--- src/rtl/xif_coproc_exec_queue_if.sv ---
// Flat XIF issue/commit/result bundle for the exec queue.
// slave = coprocessor side; master = core side (or a testbench).
interface xif_coproc_exec_queue_if #(
  parameter int unsigned X_ID_WIDTH = 4
) ();
  logic                  issue_valid_i;
  logic                  issue_ready_o;
  logic [31:0]           issue_instr_i;
  logic [X_ID_WIDTH-1:0] issue_id_i;
  logic [95:0]           issue_rs_i;
  logic [2:0]            issue_rs_valid_i;
  logic                  issue_accept_o;
  logic                  issue_writeback_o;
  logic                  commit_valid_i;
  logic [X_ID_WIDTH-1:0] commit_id_i;
  logic                  commit_kill_i;
  logic                  result_valid_o;
  logic                  result_ready_i;
  logic [X_ID_WIDTH-1:0] result_id_o;
  logic [31:0]           result_data_o;
  logic [4:0]            result_rd_o;
  logic                  result_we_o;
  logic                  busy_o;

  modport slave (
    input  issue_valid_i, issue_instr_i, issue_id_i, issue_rs_i, issue_rs_valid_i,
    input  commit_valid_i, commit_id_i, commit_kill_i, result_ready_i,
    output issue_ready_o, issue_accept_o, issue_writeback_o,
    output result_valid_o, result_id_o, result_data_o, result_rd_o, result_we_o, busy_o
  );

  modport master (
    output issue_valid_i, issue_instr_i, issue_id_i, issue_rs_i, issue_rs_valid_i,
    output commit_valid_i, commit_id_i, commit_kill_i, result_ready_i,
    input  issue_ready_o, issue_accept_o, issue_writeback_o,
    input  result_valid_o, result_id_o, result_data_o, result_rd_o, result_we_o, busy_o
  );
endinterface

--- src/rtl/xif_coproc_exec_queue.sv ---
// XIF coprocessor execute stage: computes custom-0 results at issue, holds them in order until commit.
// Define COPROC_MINU3_EN to additionally accept funct3=010 (unsigned minimum of three).
module xif_coproc_exec_queue #(
  parameter int unsigned DEPTH      = 4,
  parameter int unsigned X_ID_WIDTH = 4,
  parameter int unsigned X_NUM_RS   = 3,
  parameter logic [6:0]  OPCODE     = 7'h0B
) (
  input logic                    clk_i,
  input logic                    rst_ni,
  xif_coproc_exec_queue_if.slave xif
);
  localparam int unsigned PTR_W = $clog2(DEPTH);
  localparam int unsigned CNT_W = PTR_W + 1;

  typedef enum logic [1:0] {FREE, WAIT_COMMIT, READY, KILLED} slot_state_e;

  slot_state_e           state_q [DEPTH];
  slot_state_e           state_d [DEPTH];
  logic [X_ID_WIDTH-1:0] id_q    [DEPTH];
  logic [4:0]            rd_q    [DEPTH];
  logic [31:0]           data_q  [DEPTH];

  logic [PTR_W-1:0] head_q, head_d, tail_q, tail_d;
  logic [CNT_W-1:0] count_q, count_d;
  logic             busy_q;

  logic [X_NUM_RS*32-1:0] rs;
  logic [31:0]            rs1, rs2, rs3, result;
  logic [6:0]             opcode;
  logic [2:0]             funct3;
  logic [4:0]             rd;
  logic                   accept, issue_ready, alloc, pop, skip, commit_new;
  slot_state_e            commit_state;
  logic [DEPTH-1:0]       at_tail, at_head, commit_hit;
  logic                   unused_instr;

  assign rs           = xif.issue_rs_i;
  assign rs1          = rs[31:0];
  assign rs2          = rs[63:32];
  assign rs3          = rs[95:64];
  assign opcode       = xif.issue_instr_i[6:0];
  assign rd           = xif.issue_instr_i[11:7];
  assign funct3       = xif.issue_instr_i[14:12];
  assign unused_instr = ^xif.issue_instr_i[31:15];

`ifdef COPROC_MINU3_EN
  logic [31:0] min12;
  assign min12 = (rs1 < rs2) ? rs1 : rs2;
`endif

  always_comb begin
    accept = 1'b0;
    result = '0;
    if (opcode == OPCODE) begin
      case (funct3)
        3'b000: begin
          accept = 1'b1;
          result = rs1 * rs2 + rs3;
        end
        3'b001: begin
          accept = 1'b1;
          result = rs1 + rs2 + rs3;
        end
`ifdef COPROC_MINU3_EN
        3'b010: begin
          accept = 1'b1;
          result = (rs3 < min12) ? rs3 : min12;
        end
`endif
        default: ;
      endcase
    end
  end

  // A pop does not free space for an issue in the same cycle: ready looks only at registered count.
  assign issue_ready  = (count_q != CNT_W'(DEPTH)) & (&xif.issue_rs_valid_i);
  assign alloc        = xif.issue_valid_i & issue_ready & accept;
  assign pop          = (state_q[head_q] == READY) & xif.result_ready_i;
  assign skip         = (state_q[head_q] == KILLED);
  assign commit_state = xif.commit_kill_i ? KILLED : READY;
  assign commit_new   = xif.commit_valid_i & (xif.commit_id_i == xif.issue_id_i);

  for (genvar gi = 0; gi < DEPTH; gi++) begin : g_slot
    assign at_tail[gi]    = (tail_q == PTR_W'(gi));
    assign at_head[gi]    = (head_q == PTR_W'(gi));
    assign commit_hit[gi] = xif.commit_valid_i & (state_q[gi] == WAIT_COMMIT) &
                            (id_q[gi] == xif.commit_id_i);
  end

  always_comb begin
    for (int i = 0; i < DEPTH; i++) begin
      state_d[i] = state_q[i];
      if (alloc && at_tail[i]) begin
        state_d[i] = commit_new ? commit_state : WAIT_COMMIT;
      end else if (commit_hit[i]) begin
        state_d[i] = commit_state;
      end else if (at_head[i] && (pop || skip)) begin
        state_d[i] = FREE;
      end
    end
    head_d = head_q;
    if (pop || skip) begin
      head_d = head_q + 1'b1;
    end
    tail_d = tail_q;
    if (alloc) begin
      tail_d = tail_q + 1'b1;
    end
    count_d = count_q + CNT_W'(alloc) - CNT_W'(pop | skip);
  end

  always_ff @(posedge clk_i or negedge rst_ni) begin
    if (!rst_ni) begin
      for (int i = 0; i < DEPTH; i++) begin
        state_q[i] <= FREE;
        id_q[i]    <= '0;
        rd_q[i]    <= '0;
        data_q[i]  <= '0;
      end
      head_q  <= '0;
      tail_q  <= '0;
      count_q <= '0;
      busy_q  <= 1'b0;
    end else begin
      state_q <= state_d;
      if (alloc) begin
        id_q[tail_q]   <= xif.issue_id_i;
        rd_q[tail_q]   <= rd;
        data_q[tail_q] <= result;
      end
      head_q  <= head_d;
      tail_q  <= tail_d;
      count_q <= count_d;
      busy_q  <= (count_d != '0);
    end
  end

  assign xif.issue_ready_o     = issue_ready;
  assign xif.issue_accept_o    = accept;
  assign xif.issue_writeback_o = accept;
  assign xif.result_valid_o    = (state_q[head_q] == READY);
  assign xif.result_we_o       = (state_q[head_q] == READY);
  assign xif.result_id_o       = id_q[head_q];
  assign xif.result_data_o     = data_q[head_q];
  assign xif.result_rd_o       = rd_q[head_q];
  assign xif.busy_o            = busy_q;
endmodule

--- src/flat_wrapper.sv ---
// flat-port wrapper written by rule: the top's interface ports become plain ports
module xif_coproc_exec_queue_flat 
#(
  parameter int unsigned DEPTH      = 4,
  parameter int unsigned X_ID_WIDTH = 4,
  parameter int unsigned X_NUM_RS   = 3,
  parameter logic [6:0]  OPCODE     = 7'h0B
)
  (clk_i, rst_ni, xif_issue_valid_i, xif_issue_instr_i, xif_issue_id_i, xif_issue_rs_i, xif_issue_rs_valid_i, xif_commit_valid_i, xif_commit_id_i, xif_commit_kill_i, xif_result_ready_i, xif_issue_ready_o, xif_issue_accept_o, xif_issue_writeback_o, xif_result_valid_o, xif_result_id_o, xif_result_data_o, xif_result_rd_o, xif_result_we_o, xif_busy_o);
  xif_coproc_exec_queue_if #(.X_ID_WIDTH(X_ID_WIDTH)) xif_i ();
  input logic clk_i;
  input logic rst_ni;
  input wire logic [$bits(xif_i.issue_valid_i)-1:0] xif_issue_valid_i;
  input wire logic [$bits(xif_i.issue_instr_i)-1:0] xif_issue_instr_i;
  input wire logic [$bits(xif_i.issue_id_i)-1:0] xif_issue_id_i;
  input wire logic [$bits(xif_i.issue_rs_i)-1:0] xif_issue_rs_i;
  input wire logic [$bits(xif_i.issue_rs_valid_i)-1:0] xif_issue_rs_valid_i;
  input wire logic [$bits(xif_i.commit_valid_i)-1:0] xif_commit_valid_i;
  input wire logic [$bits(xif_i.commit_id_i)-1:0] xif_commit_id_i;
  input wire logic [$bits(xif_i.commit_kill_i)-1:0] xif_commit_kill_i;
  input wire logic [$bits(xif_i.result_ready_i)-1:0] xif_result_ready_i;
  output wire logic [$bits(xif_i.issue_ready_o)-1:0] xif_issue_ready_o;
  output wire logic [$bits(xif_i.issue_accept_o)-1:0] xif_issue_accept_o;
  output wire logic [$bits(xif_i.issue_writeback_o)-1:0] xif_issue_writeback_o;
  output wire logic [$bits(xif_i.result_valid_o)-1:0] xif_result_valid_o;
  output wire logic [$bits(xif_i.result_id_o)-1:0] xif_result_id_o;
  output wire logic [$bits(xif_i.result_data_o)-1:0] xif_result_data_o;
  output wire logic [$bits(xif_i.result_rd_o)-1:0] xif_result_rd_o;
  output wire logic [$bits(xif_i.result_we_o)-1:0] xif_result_we_o;
  output wire logic [$bits(xif_i.busy_o)-1:0] xif_busy_o;
  assign xif_i.issue_valid_i = xif_issue_valid_i;
  assign xif_i.issue_instr_i = xif_issue_instr_i;
  assign xif_i.issue_id_i = xif_issue_id_i;
  assign xif_i.issue_rs_i = xif_issue_rs_i;
  assign xif_i.issue_rs_valid_i = xif_issue_rs_valid_i;
  assign xif_i.commit_valid_i = xif_commit_valid_i;
  assign xif_i.commit_id_i = xif_commit_id_i;
  assign xif_i.commit_kill_i = xif_commit_kill_i;
  assign xif_i.result_ready_i = xif_result_ready_i;
  assign xif_issue_ready_o = xif_i.issue_ready_o;
  assign xif_issue_accept_o = xif_i.issue_accept_o;
  assign xif_issue_writeback_o = xif_i.issue_writeback_o;
  assign xif_result_valid_o = xif_i.result_valid_o;
  assign xif_result_id_o = xif_i.result_id_o;
  assign xif_result_data_o = xif_i.result_data_o;
  assign xif_result_rd_o = xif_i.result_rd_o;
  assign xif_result_we_o = xif_i.result_we_o;
  assign xif_busy_o = xif_i.busy_o;
  xif_coproc_exec_queue #(.DEPTH(DEPTH), .X_ID_WIDTH(X_ID_WIDTH), .X_NUM_RS(X_NUM_RS), .OPCODE(OPCODE)) u_core (.clk_i(clk_i), .rst_ni(rst_ni), .xif(xif_i));
endmodule
--- config.mk ---
export PLATFORM = sky130hd
export DESIGN_NAME = xif_coproc_exec_queue_flat
export DESIGN_NICKNAME = d
export VERILOG_FILES = /design/src/rtl/xif_coproc_exec_queue_if.sv /design/src/rtl/xif_coproc_exec_queue.sv /design/src/flat_wrapper.sv
export SDC_FILE = /design/constraint.sdc
export NUM_CORES = 2
export LEC_CHECK = 0
export BUFFER_PORTS_ARGS = -buffer_cell sky130_fd_sc_hd__buf_4
export CAP_MARGIN = 20
export CELL_PAD_IN_SITES_DETAIL_PLACEMENT = 0
export CELL_PAD_IN_SITES_GLOBAL_PLACEMENT = 1
export CORE_MARGIN = 1
export CORE_UTILIZATION = 45
export DETAILED_ROUTE_END_ITERATION = 7
export PLACE_DENSITY_LB_ADDON = 0.1
export SETUP_SLACK_MARGIN = 0.2
export SLEW_MARGIN = 0
export SYNTH_ARGS = -nofsm -noshare
export SYNTH_HDL_FRONTEND = slang
export SYNTH_SLANG_ARGS = --single-unit
--- constraint.sdc ---
create_clock -name clk_i -period 3.25 [get_ports clk_i]
set_clock_uncertainty 0.05 [all_clocks]
set_input_delay 0.1625 -clock clk_i [delete_from_list [all_inputs] [get_ports clk_i]]
set_output_delay 0.1625 -clock clk_i [all_outputs]
set_load 0.05 [all_outputs]
==> flow_summary.json <==
{
  "layout_commonest_cell": "buf_4",
  "path_clk_slew_ps": 70,
  "yosysWarnings": 0,
  "fillers": 5221,
  "portBuffers": 174,
  "cts_tree": "built",
  "synthCells": 2915,
  "worst_slack_ps": -3360,
  "synth_edf_count": 0,
  "crit_path_start_kind": "primary input",
  "r2r-start": "u_core.head_q[0]",
  "synthArstFlopShare_pct": 100,
  "cts.htree.levels": 4,
  "synth_ff_type": "dfrtp_1",
  "syn_to_final_growth_pct": 29.5,
  "met3WireLength_um": 3720,
  "synth_seq_cells": 180,
  "reg2reg_setup_slack_ps": 360,
  "r2r_end": "u_core.xif.busy_o",
  "vias_per_cell": 5.17,
  "critPathKind": "primary input to flop",
  "grt_pass1_vias": 24181,
  "clk_latency_ps": 440,
  "yosysUniqueCellTypes": 78,
  "setup_viol": 112,
  "routed-wl-met2_um": 41700,
  "syn_nets": 3711,
  "tns_ps": -272140,
  "postRouteWirelength_um": 83000,
  "grt_max_degree": 80,
  "tightestPinTransition_ps": 1110,
  "final_util_pct": 59.0,
  "numCtsBuffers": 17,
  "rsz0062_at_grt": "true",
  "gp_congestion": 0.875,
  "vias": 21843,
  "arrival_ps": 6880,
  "synth_top_cell_by_area": "fa_1",
  "maxCapViolCount": 0,
  "endpoint_kind": "flop",
  "synth_top_area_share_pct": 34.2,
  "status": "finished with violations",
  "io_pins": 192,
  "relSlewSlack_pct": 25.8,
  "fmax_mhz": 151,
  "finalHoldViolations": 0,
  "final_nets": 4224,
  "layout_common_cells": "buf_4, nand2_1, inv_1, fa_1, and2_1",
  "hp-class": "primary input to flop",
  "die_x_um": 250,
  "fp.dieH_um": 250,
  "whs_path_depth": 3,
  "worstPathRequired_ps": 3520,
  "report.final.slew_viol_count": 0,
  "antenna_cells": 0,
  "cts_max_path_buffers": 2,
  "place_hpwl_um": 68800,
  "violations": "negative setup slack",
  "multi_input_area_um2": 22200,
  "stdcell_count": 4221,
  "cts_sinks": 180,
  "groute.usage.overall_pct": 28.0,
  "top_layer": "met5",
  "dr.pass1.iters": 5,
  "placeableCoreArea_um2": 60500,
  "grt_remaining_overflow": 0,
  "die_area_um2": 62300,
  "register_area_um2": 4510,
  "wire_per_inst_um": 19.7,
  "drive_gt1_share_pct": 29.6,
  "initial_utilization_pct": 45.6,
  "ys_seq_area_share_pct": 16.3,
  "crit_start": "xif_issue_rs_i[34]",
  "cts-root-buf": "clkbuf_16",
  "placedCellCount": 4110,
  "grt_first_pass_wirelength_um": 134000,
  "num_rows": 90,
  "antenna_found_initial": 1,
  "worst-path-max-fanout": 6,
  "synth_top_cells_by_area": "fa_1, dfrtp_1, ha_1",
  "syn_area_um2": 27600,
  "wl_met1_um": 34900,
  "finalCritPeriodShare_pct": 203,
  "ff2ff_path_depth": 10,
  "syn_avg_cell_area_um2": 9.46,
  "drtAntennaViolNets": 0,
  "hold_end": "u_core.head_q[0]",
  "min_period_ps": 6610,
  "hold_start": "xif_result_ready_i",
  "drc": 0,
  "drt_iter0_drc": 1154
}
==> cells in the mapped netlist, types with 4 or more instances <==
cell type	instances
a22oi_1	17
buf_4	11
and2_2	4
nor3_1	21
ha_1	180
dfrtp_1	180
clkbuf_1	107
o22ai_1	11
o21ai_0	75
buf_2	16
and3_1	9
nand2b_1	9
nand4_1	6
nand2_1	469
or3_1	4
xor2_1	34
a21oi_1	70
o31ai_1	5
mux4_2	43
o21bai_1	7
xnor2_1	98
o211ai_1	5
fa_1	471
nand3_1	9
a211oi_1	9
o21a_1	11
a31oi_1	17
and2_1	313
inv_1	513
nor2_1	75
mux2_2	32
a21o_1	23
==> through the flow <==
stage,hold slack [ps],setup slack [ps],cell area (um^2)
3_5_place_dp,185,-3910,32700
4_1_cts,155,-3220,34900
2_1_floorplan,-183,-3370,28200
5_1_grt,54.7,-3600,35700
6_report,36.0,-3360,35700
3_3_place_gp,171,-3810,32700
==> layout make-up <==
| cell class | count | area share [%] |
|---|---|---|
| multi-input cells | 2082 | 62.1 |
| repair buffers | 633 | 15.4 |
| flip-flops and latches | 180 | 12.6 |
| inverters | 514 | 5.40 |
| well taps | 782 | 2.74 |
| clock buffers | 21 | 1.32 |
| clock inverters | 9 | 0.361 |
==> sequential cells by signal, summed over array words and instances (netlist names) <==
signal             cells
u_core.count_q         3
u_core.data_q        128
u_core.head_q          2
u_core.id_q           16
u_core.rd_q           20
u_core.state_q         8
u_core.tail_q          2
u_core.xif.busy_o      1
==> logic make-up (layout without fill, tap and decap cells) <==
logic type / after synthesis / after routing / synth area share, %
xor+xnor: 133 / 133 / 4.27
flops: 180 / 180 / 16.3
fa+ha+maj: 651 / 651 / 42.4
simple gates: 937 / 937 / 16.3
buf+inv: 653 / 1177 / 9.17
compound gates: 285 / 285 / 6.71
mux: 76 / 76 / 4.85
==> routing by layer <==
| metal | GRT usage (%) | up-vias |
|---|---|---|
| met5 | 0 | - |
| met4 | 8.13 | 2 |
| met3 | 3.79 | 122 |
| met2 | 48.2 | 516 |
| met1 | 36.7 | 11229 |
| li1 | - | 9974 |
==> worst max-delay path: stages <==
cell	delay (ps)
buf_12	120
buf_12	130
and2_4	130
fa_1	530
inv_1	50
fa_1	480
inv_1	50
fa_1	480
inv_1	50
fa_1	540
inv_1	50
fa_1	490
fa_1	420
fa_1	490
inv_1	50
fa_1	510
inv_2	50
ha_4	220
a21o_1	190
a21o_1	190
a2111oi_4	350
o32ai_4	120
o21ai_1	180
buf_4	170
a22oi_2	60
xnor2_1	200
o21ai_2	100
mux2_4	290
==> how the worst max path moves through the flow <==
stage / endpoint / slack [ps] / depth (start not counted)
5_1_grt: u_core.data_q[31] / -3600 / 28
3_5_place_dp: u_core.data_q[62] / -3910 / 26
4_1_cts: u_core.data_q[63] / -3220 / 28
3_3_place_gp: u_core.data_q[30] / -3810 / 26
2_1_floorplan: u_core.data_q[63] / -3370 / 27
6_report: u_core.data_q[31] / -3360 / 28
==> timing repair <==
item                                    in CTS  in global routing
endpoints found under the setup margin     113                115
setup buffers                               46                 21
pin swaps                                  143                109
endpoints found under the hold margin      115                  0
gates resized for setup                    284                157
hold buffers                                11                  0
cloned                                       1                  2
Power is left out: the tool's default activity adds up to more than one toggle a clock period on the data nets, which glitch-free logic cannot reach.
